<file path="config.mk">
export PLATFORM = sky130hd
export DESIGN_NAME = rr_mux_reg
export DESIGN_NICKNAME = d
export VERILOG_FILES = /design/src/rtl/rr_mux_reg.sv
export SDC_FILE = /design/constraint.sdc
export NUM_CORES = 1
export LEC_CHECK = 0
export BUFFER_PORTS_ARGS = -buffer_cell sky130_fd_sc_hd__buf_2
export CORE_MARGIN = 2
export CORE_UTILIZATION = 47
export CTS_CLUSTER_SIZE = 24
export DETAILED_ROUTE_END_ITERATION = 16
export GPL_TIMING_DRIVEN = 0
export PLACE_DENSITY = 0.86
export SLEW_MARGIN = 20
export SYNTH_ARGS = -nofsm -noshare
export SYNTH_HDL_FRONTEND = slang
export SYNTH_SLANG_ARGS = --single-unit
</file>
<file path="constraint.sdc">
create_clock -name CLK -period 3.75 [get_ports CLK]
set_input_delay 0.375 -clock CLK [delete_from_list [all_inputs] [get_ports CLK]]
set_output_delay 0.375 -clock CLK [all_outputs]
set_load 0.01 [all_outputs]
</file>
<file path="src/rtl/rr_mux_reg.sv">
// rr_mux_reg: N-input arbitrating multiplexer with a single registered output stage.
// Each input channel and the output use a valid/ready handshake. RR_MODE selects
// round-robin (1) or fixed lowest-index priority (0) arbitration.
//
// Ports:
//   CLK        rising-edge clock
//   RST        synchronous, active-high reset
//   IN_VALID   per-channel data-present flags
//   IN_DATA    channel i data at [i*WIDTH +: WIDTH]
//   IN_READY   per-channel accept (combinational, at most one bit high)
//   OUT_VALID  output register holds valid data
//   OUT_DATA   registered data of the granted channel
//   OUT_SEL    index of the channel whose data is in OUT_DATA
//   OUT_READY  consumer accepts OUT_DATA this cycle
module rr_mux_reg #(
    parameter int WIDTH   = 32,
    parameter int N_IN    = 4,
    parameter int RR_MODE = 1,
    parameter int SEL_W   = (N_IN > 1) ? $clog2(N_IN) : 1
) (
    input  logic                    CLK,
    input  logic                    RST,
    input  logic [N_IN-1:0]         IN_VALID,
    input  logic [N_IN*WIDTH-1:0]   IN_DATA,
    output logic [N_IN-1:0]         IN_READY,
    output logic                    OUT_VALID,
    output logic [WIDTH-1:0]        OUT_DATA,
    output logic [SEL_W-1:0]        OUT_SEL,
    input  logic                    OUT_READY
);

    logic [SEL_W-1:0]  ptr;
    logic [SEL_W-1:0]  base;
    logic [SEL_W-1:0]  gnt_idx;
    logic [SEL_W-1:0]  ptr_next;
    logic [2*N_IN-1:0] rot;
    logic [N_IN-1:0]   gnt;
    logic [WIDTH-1:0]  gnt_data;
    logic              found;
    logic              load;
    logic              xfer;

    // Fixed priority is just round-robin with the search origin pinned to 0.
    assign base = (RR_MODE != 0) ? ptr : '0;

    // Rotating a doubled copy of IN_VALID puts channel (base+k) mod N_IN at bit k,
    // so the first set bit of the low half is the winner.
    always_comb begin
        int sum;
        sum     = 0;
        rot     = {IN_VALID, IN_VALID} >> base;
        found   = 1'b0;
        gnt_idx = '0;
        for (int k = 0; k < N_IN; k++) begin
            sum = int'(base) + k;
            if (sum >= N_IN) begin
                sum = sum - N_IN;
            end
            if (!found && rot[k]) begin
                found   = 1'b1;
                gnt_idx = SEL_W'(sum);
            end
        end
    end

    always_comb begin
        gnt      = '0;
        gnt_data = '0;
        for (int k = 0; k < N_IN; k++) begin
            if (found && (gnt_idx == SEL_W'(k))) begin
                gnt[k]   = 1'b1;
                gnt_data = IN_DATA[k*WIDTH +: WIDTH];
            end
        end
    end

    // Register can take a new word when empty or being drained this cycle.
    assign load     = !OUT_VALID || OUT_READY;
    assign xfer     = found && load;
    assign IN_READY = gnt & {N_IN{load && !RST}};
    assign ptr_next = (gnt_idx == SEL_W'(N_IN - 1)) ? '0 : gnt_idx + 1'b1;

    always_ff @(posedge CLK) begin
        if (RST) begin
            OUT_VALID <= 1'b0;
            OUT_DATA  <= '0;
            OUT_SEL   <= '0;
            ptr       <= '0;
        end else begin
            if (xfer) begin
                OUT_VALID <= 1'b1;
                OUT_DATA  <= gnt_data;
                OUT_SEL   <= gnt_idx;
                if (RR_MODE != 0) begin
                    ptr <= ptr_next;
                end
            end else if (OUT_READY) begin
                OUT_VALID <= 1'b0;
            end
        end
    end

endmodule

</file>
==> summary.txt <==
Synthesis
  • Post-synth top flop: dfxtp_1
  • Post-synth EDFFs: 0
  • Most frequent cells after synthesis: 131 x nand2_1, 64 x o21ai_0, 37 x dfxtp_1
  • Net Count, Synth: 573
  • Yosys reg bits: 37
  • Mapped cell area: 0.002844 mm2
  • Synth area leader: dfxtp_1
  • Post-Synthesis Cells: 434
  • Count leader, synth: nand2_1
  • FFs w/ async S/R, synth: 0
  • Sequential share of the synthesized area: 0.2604
  • Top cells by area, synth: dfxtp_1 26%, nand2_1 17%, o21ai_0 11%
  • Avg Synthesized Cell Area: 6.553 um2
  • Yosys warning count: 0
  • Cell variety after synth: 27
  • Share of the synthesized area in the top cell type: 0.2604

Setup path
  • Startpoint Class: register
  • Worst path max stage delay: 0.61 ns
  • Crit Path Category: register to primary output
  • WP buf/inv: 3
  • Worst Reg-to-Reg Cells: 9
  • CP Max Fanout: 10
  • WP data required: 3.38 ns
  • Crit. End Element: primary output
  • Worst path depth: 7
  • Top Family by Delay on Critical Path: buffers and inverters
  • Critical path cell sequence: a21oi_1 > o32ai_1 > ha_1 > clkbuf_1 > clkbuf_1 > and2_1 > buf_2
  • Crit path DAT: 2.84 ns
  • Crit path top cell by count: clkbuf_1
  • Critical-path top delay cell: o32ai_1

Finish
  • Inserted Diodes: 0
  • Area Overhead vs Synth: 36.78%
  • Share of layout cells above drive strength 1: 0.3371
  • Nets@finish: 753

Timing
  • Final Skew: 0.007204 ns
  • Final hold violations: 0
  • Worst hold slack: 0.4452 ns
  • Max Fclk: 310.6 MHz
  • Total negative slack: 0 ns
  • RSZ-0062 raised after global routing: no
  • Final period utilization: 0.8585
  • Tmin final: 3.219 ns
  • Worst slew pin tran: 0.7170 ns
  • Final Setup Violations: 0
  • Slew HR: 0.5220
  • Fin. max-slew vios: 0

Job
  • Max Cap Viol: 0

Clock tree
  • Clk pin slew, worst setup/hold paths: 0.07 ns
  • Post_cts resized: 0
  • CTS Hold Bufs: 0
  • CTS tree: yes
  • Postcts setup bufs: 0
  • H-tree Lvls: 2
  • Sink Count: 37
  • CTS Buf Count: 5
  • CTS Buffer Depth: 2
  • Root Buffer: clkbuf_8
  • Worst-Skew Late Latency: 0.28 ns

Power
  • Gate power share: 0.486
  • Peak VDD IR: 0.0002016 V
  • P_sw: 610.6 uW
  • Clock power share: 0.186
  • Power share of the sequential group: 0.328
  • PwrDens: 384.5 mW/mm2
  • Switch share: 0.4083
  • Leak: 1.749 nW
  • Pint: 884.9 uW

Global routing
  • Total grt overflow: 0
  • Initial antenna violation count: 0
  • Total GRT Usage: 0.3010
  • Largest net degree at the start of global routing: 11
  • Vias in the first global route: 3591
  • First-pass GRT wire length: 15.78 mm

Route
  • Drt first pass iters: 6
  • Antenna-violating nets left: 0
  • Via Count: 3806
  • DRC Markers: 0
  • Initial DRC count: 278
  • Mean number of vias per cell: 5.524
  • Drt wl/cell: 14.88 um
  • Detailed Route WL: 10.26 mm

Place
  • Gpl congestion: 0.8828
  • HPWL after DPL: 7.843 mm
  • IO Port Bufs: 173

Status
  • Outcome: completed

Hold path
  • WHS Path Cells: 3
  • Hold Crit Class: primary input to register

Floorplan
  • Die Span Y: 81.79 um
  • Num rows: 28
  • Initial Utilization: 0.4832
  • Core area: 0.005886 mm2
  • Total die area: 0.006690 mm2
  • Die width: 81.79 um
  • Io pins: 174
==> state kept, by name (all words and copies together), names as in the netlist <==
name and flops:
OUT_VALID 1, OUT_DATA 32, base 2, OUT_SEL 2
==> layout by cell type (no fill, tap or decap), drive strengths merged, types with 3 or more instances in the layout <==
cell	count
a211oi	33
a21oi	3
a31oi	32
and2	5
buf	180
clkbuf	40
dfxtp	37
ha	4
nand2	131
nand2b	34
nor2	36
nor2b	3
nor3b	3
o21ai	64
==> routing by layer <==
| metal | GRT usage | share of wire | vias to the layer above |
|---|---|---|---|
| met5 | 0 | 0 | - |
| met4 | 0.1050 | 0.015 | 0 |
| met3 | 0.05055 | 0.088 | 14 |
| met2 | 0.5520 | 0.50 | 220 |
| met1 | 0.3502 | 0.40 | 1733 |
| li1 | - | - | 1839 |
==> through the flow <==
step           power [mW]  area (um2)  setup slack (ns)  utilization  cells
2_1_floorplan      0.9451        2844             1.463            -    434
4_1_cts             1.486        3890            0.6016       0.6609    689
5_1_grt             1.595        3890            0.3869       0.6609    689
3_3_place_gp        1.191        3804            0.6710       0.6463    682
3_5_place_dp        1.212        3804            0.5925       0.6463    682
6_report            1.496        3890            0.5308       0.6609    689
==> tightest hold or removal path, stage by stage <==
cell      delay (ns)
buf_2           0.07
nand2b_1        0.14
a21oi_1         0.09
==> power by group through the flow <==
stage               sequential (mW)  clock, mW  combinational [mW]
floorplan                     0.520          0               0.425
global route                  0.494      0.298               0.803
finish                        0.490      0.278               0.727
CTS                           0.489      0.279               0.717
detailed placement            0.497          0               0.714
global placement              0.494          0               0.698
==> cell families after synthesis <==
logic type,after synthesis,share of synthesized area
buf+inv,42,0.06951
fa+ha+maj,4,0.01760
simple gates,215,0.3304
compound gates,136,0.3220
flops,37,0.2604
==> final timing paths <==
| path | startpoint | end | slack, ns |
|---|---|---|---|
| setup reg to reg | base[1] | OUT_DATA[27] | 0.77 |
| setup / recovery | base[1] | IN_READY[1] | 0.53 |
| hold reg to reg | OUT_SEL[1] | OUT_SEL[1] | 0.49 |
| hold / removal | OUT_READY | OUT_VALID | 0.45 |
==> cell type report <==
class | count | area, um2
fill | 573 | 1996
clock buffer | 7 | 86.33
inverter | 2 | 7.507
sequential | 37 | 740.7
timing repair buffer | 173 | 865.8
tap | 75 | 93.84
buffer | 40 | 190.2
multi-input combinational | 355 | 1906
Power figures use the tool's default switching activity.
